**src/rtl/ring_pkg.sv**
```systemverilog
// Shared definitions for the one-hot ring-counter interface (counter and decoder side).
// Ring helpers work on a zero-extended word so any width up to RING_MAX_W can share them.
package ring_pkg;

    localparam int unsigned RING_MAX_W = 32;

    typedef logic [RING_MAX_W-1:0] ring_word_t;

    localparam ring_word_t RING_ZERO = {RING_MAX_W{1'b0}};
    localparam ring_word_t RING_ONE  = {{(RING_MAX_W-1){1'b0}}, 1'b1};

    typedef enum logic [1:0] {
        ST_SEARCH  = 2'd0,
        ST_ACQUIRE = 2'd1,
        ST_LOCKED  = 2'd2
    } ring_dec_state_e;

    // Legal ring word: all-zero or exactly one bit set.
    function automatic logic is_legal_ring(input ring_word_t word);
        return ((word & (word - RING_ONE)) == RING_ZERO);
    endfunction

    // Successor of a legal word in an n-bit ring; the LSB-hot word shifts out to all-zero.
    function automatic ring_word_t next_ring(input ring_word_t word, input int unsigned n);
        ring_word_t nxt;
        if (word == RING_ZERO) begin
            nxt = RING_ONE << (n - 32'd1);
        end else begin
            nxt = word >> 5'd1;
        end
        return nxt;
    endfunction

endpackage

```
**src/rtl/onehot_to_idx.sv**
```systemverilog
// Combinational one-hot to index encoder; MSB-hot maps to index 0.
// OR-based (no priority), so the index is forced to zero unless the input is exactly one-hot.
module onehot_to_idx #(
    parameter int N  = 4,
    parameter int IW = $clog2(N)
) (
    input  logic [N-1:0]  vec,
    output logic [IW-1:0] idx,
    output logic          onehot
);

    localparam logic [N-1:0] VEC_ONE = N'(1);

    logic [IW-1:0] acc_s;
    logic          multi_s;

    // Encode by OR-ing the index of every set bit, then qualify with the one-hot flag.
    always_comb begin
        acc_s = IW'(0);
        for (int i = 0; i < N; i++) begin
            acc_s = acc_s | ({IW{vec[N-1-i]}} & IW'(i));
        end
        multi_s = ((vec & (vec - VEC_ONE)) != N'(0));
        onehot  = (vec != N'(0)) && !multi_s;
        idx     = onehot ? acc_s : IW'(0);
    end

endmodule

```
**src/rtl/ring_seq_decoder.sv**
```systemverilog
// Ring-counter receive side: decodes the sampled ring word, tracks lock on the legal
// sequence, counts completed revolutions and flags sequence errors.
module ring_seq_decoder
    import ring_pkg::*;
#(
    parameter int N        = 4,
    parameter int CNT_W    = 8,
    parameter int LOCK_CNT = 2
) (
    input  logic                 Clk,
    input  logic                 reset,
    input  logic                 en,
    input  logic [N-1:0]         q_in,
    input  logic                 clr_err,
    output logic [$clog2(N)-1:0] idx,
    output logic                 idx_valid,
    output logic                 locked,
    output logic                 seq_err,
    output logic                 err_sticky,
    output logic [CNT_W-1:0]     rev_cnt
);

    localparam int IW    = $clog2(N);
    localparam int ACQ_W = (LOCK_CNT > 1) ? $clog2(LOCK_CNT) : 1;

    localparam logic [ACQ_W-1:0] ACQ_ZERO = ACQ_W'(0);
    localparam logic [ACQ_W-1:0] ACQ_ONE  = ACQ_W'(1);
    localparam logic [ACQ_W-1:0] ACQ_LAST = ACQ_W'(LOCK_CNT - 1);
    localparam logic [N-1:0]     LSB_HOT  = N'(1);
    localparam logic [N-1:0]     N_ZERO   = N'(0);
    localparam logic [CNT_W-1:0] REV_ONE  = CNT_W'(1);

    ring_dec_state_e  state_r, state_nx_s;
    logic [N-1:0]     prev_r, prev_nx_s;
    logic [ACQ_W-1:0] acq_cnt_r, acq_nx_s;
    logic [CNT_W-1:0] rev_nx_s;
    logic [IW-1:0]    idx_nx_s, enc_idx_s;
    logic             valid_nx_s, enc_onehot_s;
    logic             err_nx_s, sticky_nx_s;

    ring_word_t       q_ext_s, prev_ext_s;
    logic             legal_s, match_s, wrap_s;

    assign q_ext_s    = {{(RING_MAX_W-N){1'b0}}, q_in};
    assign prev_ext_s = {{(RING_MAX_W-N){1'b0}}, prev_r};
    assign legal_s    = is_legal_ring(q_ext_s);
    assign match_s    = (q_ext_s == next_ring(prev_ext_s, N));
    assign wrap_s     = (prev_r == LSB_HOT) && (q_in == N_ZERO);

    onehot_to_idx #(.N(N), .IW(IW)) u_enc (
        .vec    (q_in),
        .idx    (enc_idx_s),
        .onehot (enc_onehot_s)
    );

    // Next-state, sequence tracking and output computation; everything holds while en=0.
    always_comb begin
        state_nx_s = state_r;
        prev_nx_s  = prev_r;
        acq_nx_s   = acq_cnt_r;
        rev_nx_s   = rev_cnt;
        idx_nx_s   = idx;
        valid_nx_s = idx_valid;
        err_nx_s   = 1'b0;
        if (en) begin
            idx_nx_s   = enc_idx_s;
            valid_nx_s = enc_onehot_s;
            case (state_r)
                ST_SEARCH: begin
                    if (legal_s) begin
                        prev_nx_s  = q_in;
                        acq_nx_s   = ACQ_ZERO;
                        state_nx_s = ST_ACQUIRE;
                    end else begin
                        err_nx_s = 1'b1;
                    end
                end
                ST_ACQUIRE, ST_LOCKED: begin
                    if (match_s) begin
                        prev_nx_s = q_in;
                        if (state_r == ST_LOCKED) begin
                            rev_nx_s = wrap_s ? (rev_cnt + REV_ONE) : rev_cnt;
                        end else if (acq_cnt_r == ACQ_LAST) begin
                            state_nx_s = ST_LOCKED;
                        end else begin
                            acq_nx_s = acq_cnt_r + ACQ_ONE;
                        end
                    end else begin
                        // A repeated word lands here too: the ring must advance every strobe.
                        err_nx_s = 1'b1;
                        if (legal_s) begin
                            prev_nx_s  = q_in;
                            acq_nx_s   = ACQ_ZERO;
                            state_nx_s = ST_ACQUIRE;
                        end else begin
                            state_nx_s = ST_SEARCH;
                        end
                    end
                end
                default: begin
                    state_nx_s = ST_SEARCH;
                end
            endcase
        end else begin
            err_nx_s = 1'b0;
        end
        sticky_nx_s = err_nx_s | (err_sticky & ~clr_err);
    end

    // FSM state register.
    always_ff @(posedge Clk) begin
        if (reset) begin
            state_r <= ST_SEARCH;
        end else begin
            state_r <= state_nx_s;
        end
    end

    // Sequence tracking and registered outputs.
    always_ff @(posedge Clk) begin
        if (reset) begin
            prev_r     <= N_ZERO;
            acq_cnt_r  <= ACQ_ZERO;
            idx        <= IW'(0);
            idx_valid  <= 1'b0;
            locked     <= 1'b0;
            seq_err    <= 1'b0;
            err_sticky <= 1'b0;
            rev_cnt    <= CNT_W'(0);
        end else begin
            prev_r     <= prev_nx_s;
            acq_cnt_r  <= acq_nx_s;
            idx        <= idx_nx_s;
            idx_valid  <= valid_nx_s;
            locked     <= (state_nx_s == ST_LOCKED);
            seq_err    <= err_nx_s;
            err_sticky <= sticky_nx_s;
            rev_cnt    <= rev_nx_s;
        end
    end

endmodule

```
**config.mk**
```make
export PLATFORM = sky130hd
export DESIGN_NAME = ring_seq_decoder
export DESIGN_NICKNAME = d
export VERILOG_FILES = /design/src/rtl/ring_pkg.sv /design/src/rtl/onehot_to_idx.sv /design/src/rtl/ring_seq_decoder.sv
export SDC_FILE = /design/constraint.sdc
export NUM_CORES = 1
export LEC_CHECK = 0
export CORE_MARGIN = 2
export CORE_UTILIZATION = 58
export CTS_BUF_LIST = sky130_fd_sc_hd__clkbuf_4 sky130_fd_sc_hd__clkbuf_8
export DETAILED_ROUTE_END_ITERATION = 10
export GPL_TIMING_DRIVEN = 0
export HOLD_SLACK_MARGIN = 0.12
export PLACE_DENSITY_LB_ADDON = 0.15
export SLEW_MARGIN = 20
export SYNTH_ARGS = -nofsm -noshare
export SYNTH_HDL_FRONTEND = slang
export SYNTH_SLANG_ARGS = --single-unit
```
**constraint.sdc**
```tcl
create_clock -name Clk -period 4.5 [get_ports Clk]
set_input_delay 0.45 -clock Clk [delete_from_list [all_inputs] [get_ports Clk]]
set_output_delay 0.45 -clock Clk [all_outputs]
set_load 0.1 [all_outputs]
```
==> Yosys cells after proc, flatten, opt, wreduce, memory -nomap -nowiden <==
Index checks and enable logic that the tools add are counted.
{ "totals": {"reg_bits": 21, "input_bits": 8, "out_inout_bits": 14, "wordCells": 61} }
{ "op_classes": {"addsub": 4, "eq_ne": 6, "muxes": 21, "bitwise": 7, "n_reduce_logical": 14} }
{ "op_table": {"columns": ["cell", "n"], "rows": [
  ["zero test 32 bit", 2],
  ["AND 4 x 32 -> 32 bit", 1],
  ["equality test 4 x 32 -> 1 bit", 1],
  ["2-to-1 mux 2 bit", 6],
  ["2-to-1 mux 4 bit", 3],
  ["adder 8 x 1 -> 8 bit (second input constant)", 1],
  ["2-to-1 mux 1 bit", 8],
  ["one-hot mux 4 bit (2 select lines)", 1],
  ["nonzero test 4 bit", 2],
  ["AND reduction 5 bit", 1],
  ["subtractor 4 x 1 -> 5 bit (second input constant)", 1],
  ["AND 4 bit", 1],
  ["equality test 2 bit (second input constant)", 2],
  ["equality test 4 x 1 -> 1 bit (second input constant)", 1],
  ["zero test 4 bit", 1],
  ["one-hot mux 1 bit (2 select lines)", 2],
  ["one-hot mux 2 bit (2 select lines)", 1],
  ["subtractor 4 x 1 -> 4 bit (second input constant)", 1],
  ["!= test 3 bit (second input constant)", 1],
  ["AND reduction 3 bit", 1],
  ["equality test 2 x 1 -> 1 bit (second input constant)", 1],
  ["logical AND 1 bit", 2],
  ["zero test 2 bit", 1],
  ["bitwise OR 1 x 2 -> 2 bit", 1],
  ["9 further kinds", 9]
]} }

==> Logic depth before layout (Yosys ltp) <==
{ "logic_depth": {"ltp_word": 8, "mapped_depth": 8, "ltp_nobuf": 7} }

==> Modules after synthesis <==
A second synthesis with hierarchy kept.
{ "hier_totals": {"cells_unflattened": 133, "hier_area_um2": 1193.6} }
{ "by_module_without_submodules": {"columns": ["mod", "n_inst", "cells_per_inst", "area_each_um2", "seq_area_each_um2"], "rows": [
  ["ring_seq_decoder", 1, 125, 1133.6, 420.4],
  ["onehot_to_idx", 1, 8, 60.1, 0.0]
]} }

==> Least setup slack after synthesis <==
No wires, ideal clock.
{ "synth_path": {"path_kind": "input -> register", "start": "input port q_in[1]", "end": "register rev_cnt[5]", "setup_ps": 121, "t_arrival_ps": 2032, "t_required_ps": 4379, "setup_slack_ps": 2346, "cell_stages": 7, "path_buffers": 2, "path_cell_list": "buf_4 > or4_4 > nor3_4 > and3_1 > buf_6 > nand4_4 > mux2_4"} }
{ "synth_between": {"elab_chain_cells": 3, "elab_cells_between_ends": 4, "cone_classes": "1 x eq/ne; 3 x reduce/logical"} }
{ "synth_lines": {"columns": ["item", "line_no", "text"], "rows": [
  ["start, declared", "ring_seq_decoder.sv:13", "input logic [N-1:0] q_in,"],
  ["branches (longest 2 deep; another with equality test 4 x 32 -> 1 bit)", null, null],
  ["AND reduction 5 bit (no source line) (*)", null, null],
  ["end signal, assigned", "ring_seq_decoder.sv:138", "rev_cnt <= rev_nx_s;"],
  ["end, declared", "ring_seq_decoder.sv:20", "output logic [CNT_W-1:0] rev_cnt"]
]} }
Mark *: on every way between the ends.
A chain may end at the register's enable or synchronous reset.

==> Worst setup path after layout <==
{ "layout_path": {"start": "register rev_cnt[3]", "end": "output port rev_cnt[3]"} }
No word-level cell between the ends.

==> flow_metrics.py <==
metrics = {
    "run_status": {
        "outcome": "finished clean",
    },
    "clock_tree": {
        "h-tree-depth": 1,
        "cts_buffer_depth": 2,
        "cts.sinks": 21,
        "path_clk_slew_ps": 120,
        "cts_root_buffer": "clkbuf_4",
        "tritoncts": "yes",
        "cts_hold_buf": 0,
        "cts_setup_buffers": 0,
        "clock_latency_ps": 300,
        "cts_made_buffers": 3,
        "cts-resized-gates": 0,
    },
    "layout": {
        "finalInstanceArea_sq_um": 1460,
        "drive_gt1_frac": 0.120,
        "nets": 171,
        "area_delta_synth_final_pct": 19.0,
        "antenna_cells": 0,
    },
    "die": {
        "die_h_um": 50.0,
        "rows": 16,
        "initial_core_util": 0.620,
        "die_area_sq_um": 2500,
        "io_pins": 22,
        "dieWidth_um": 50.0,
        "core_area_sq_um": 1980,
    },
    "synthesis": {
        "yosys-top-cells-area": "dfxtp_1 (34%), xnor2_1 (5.7%), nand2b_1 (5.1%)",
        "synthCells": 137,
        "yosysSeqAreaShare": 0.342,
        "syn-cell-area_sq_um": 1230,
        "ys.warnings.count": 0,
        "syn_nets": 149,
        "avgSynthCellArea_sq_um": 8.97,
        "synth_top_cell_by_area": "dfxtp_1",
        "yosys.area.top_type_share": 0.342,
        "synth_cell_types": 42,
        "synth-seq-cells": 21,
    },
    "sta": {
        "skew_ps": 4.50,
        "hold_viol": 0,
        "worstMarginPinSlew_ps": 976,
        "maxSlewViolCount": 0,
        "fmax_mhz": 416,
        "setup_tns_ps": 0,
        "period_minus_slack_ps": 2400,
        "setup_violations": 0,
        "setup_slack_ps": 2100,
        "grt_setup_unrepaired": "no",
        "max_slew_margin": 0.347,
        "fin_crit_sh": 0.534,
    },
    "place": {
        "post-dp-hpwl_um": 1840,
        "post-place-ws_ps": 2310,
        "place_area_sq_um": 1430,
        "portBuffers": 17,
        "finalWeightedCongestion": 0.933,
    },
    "route": {
        "remaining_drc_errors": 0,
        "antenna_left": 0,
        "first_pass_iters": 4,
        "detail_route.iter0.violations": 23,
        "wl_per_cell_um": 13.1,
        "vias": 1049,
        "viasPerCell": 5.67,
        "wirelength_um": 2430,
    },
    "hold_path": {
        "hp-class": "in -> reg",
        "hp-start": "q_in[2]",
        "min_delay_path_depth": 3,
        "whs_endpoint": "prev_r[2]$_SDFFE_PP0P_",
    },
    "setup_path": {
        "max_stage_delay_ps": 1180,
        "rrSetupSlack_ps": 2440,
        "cp.arrival_ps": 1950,
        "crit_chain": "clkdlybuf4s50_1",
        "required_ps": 4050,
        "crit_type": "reg -> out",
        "path_buf_inv": 1,
        "path_delay_family": "buffers and inverters",
        "crit_path_end_kind": "output pin",
        "cp-start-kind": "flip-flop",
        "rr_startpoint": "prev_r[1]$_SDFFE_PP0P_",
        "cp_max_fo": 6,
        "timing.rr.end": "prev_r[3]$_SDFFE_PP0P_",
        "critical_path.slowest_cell": "clkdlybuf4s50_1",
        "ff2ff_path_depth": 5,
    },
    "power_and_ir_drop": {
        "ir_drop_mv": 0.218,
        "p_leak_uw": 0.000567,
        "p_per_area_nw_per_um2": 256,
        "p_total_uw": 375,
    },
    "grt": {
        "grt_overflow_total": 0,
        "grt_start_max_net_pins": 12,
        "grt_pass1_wl_um": 4260,
        "antenna_found_initial": 0,
        "grtUsageTotal": 0.219,
        "grt_pass1_vias": 989,
    },
    "job": {
        "maxCapViolCount": 0,
    },
}
cell families after synthesis:
logic type,synth area share
AND/OR/NAND/NOR,0.281
AO/OA/AOI/OAI,0.134
flip-flops,0.342
buffers and inverters,0.0682
XOR/XNOR,0.0642
multiplexers,0.0611
adder cells (fa/ha/maj),0.0489
worst max path at each step:
| stage | end | start | cells after the start |
|---|---|---|---|
| global placement | rev_cnt[5]$_SDFFE_PP0P_ | q_in[1] | 7 |
| floorplan | rev_cnt[5]$_SDFFE_PP0P_ | q_in[1] | 7 |
| detailed placement | rev_cnt[5]$_SDFFE_PP0P_ | q_in[1] | 7 |
| global route | rev_cnt[3] | rev_cnt[3]$_SDFFE_PP0P_ | 1 |
| CTS | rev_cnt[3] | rev_cnt[3]$_SDFFE_PP0P_ | 1 |
| finish | rev_cnt[3] | rev_cnt[3]$_SDFFE_PP0P_ | 1 |
layout make-up:
class / count / area, sq um
multi-input cells: 103 / 724
fillers: 163 / 519
flip-flops and latches: 21 / 420
repair buffers: 17 / 170
plain buffers: 9 / 68.8
well taps: 27 / 33.8
clock buffers: 4 / 30.0
inverters: 4 / 15.0
Yosys cell counts:
master     n
inv_1      4
o311a_1    1
maj3_1     1
and4_1     2
mux2_4     1
nand3_1    2
o21ai_0    9
or3_2      1
nand4_1    2
a41o_1     1
and4_2     2
nor2_1    10
nand4_4    1
buf_2      1
nor2b_1    1
a211oi_1   1
nand2_1    8
nand2b_1  10
or3_1      1
xnor2_1    8
o22ai_1    1
buf_4      3
or2b_1     1
nor3_4     1
or4_4      1
buf_6      3
mux2i_1    6
a21oi_1    8
xor2_1     1
and3_1     5
a21o_1     1
clkbuf_1   2
o211ai_1   3
dfxtp_1   21
nand4b_1   2
nor4_1     1
and2b_1    1
nor3_1     2
a31o_2     1
and2_1     1
o21a_1     1
ha_1       4
per-stage QoR:
step | util | instances | hold slack, ps
after floorplan | - | 137 | 462
after global placement | 0.723 | 181 | 436
after detailed placement | 0.723 | 181 | 441
after CTS | 0.738 | 185 | 415
after global routing | 0.738 | 185 | 423
final | 0.738 | 185 | 415
power breakdown:
| group | switching (uW) | internal [uW] |
|---|---|---|
| combinational | 50.8 | 28.2 |
| clock | 60.1 | 40.6 |
| sequential | 3.86 | 191 |
per-layer routing:
layer | vias to the layer above | track usage | part of all wire
met4 | 0 | 0.0556 | 0.0082
met2 | 26 | 0.351 | 0.45
met5 | - | 0 | 0
met1 | 491 | 0.301 | 0.50
li1 | 528 | - | -
met3 | 4 | 0.0394 | 0.040
flip-flops by register name, indices dropped and copies added, names as in the netlist:
name,flops
prev_r,4
state_r,2
rev_cnt,8
acq_cnt_r,1
err_sticky,1
idx,2
locked,1
idx_valid,1
seq_err,1
placed cells by master, fill, tap and decap left out, types with 2 or more instances in the layout:
| cell type | n |
|---|---|
| a21oi_1 | 8 |
| and3_1 | 5 |
| and4_1 | 2 |
| and4_2 | 2 |
| buf_4 | 3 |
| buf_6 | 3 |
| clkbuf_1 | 2 |
| clkbuf_4 | 4 |
| clkdlybuf4s50_1 | 17 |
| dfxtp_1 | 21 |
| ha_1 | 4 |
| inv_1 | 4 |
| mux2i_1 | 6 |
| nand2_1 | 8 |
| nand2b_1 | 10 |
| nand3_1 | 2 |
| nand4_1 | 2 |
| nand4b_1 | 2 |
| nor2_1 | 10 |
| nor3_1 | 2 |
| o211ai_1 | 3 |
| o21ai_0 | 9 |
| xnor2_1 | 8 |
No activity file was read; power rests on OpenSTA's default activity.
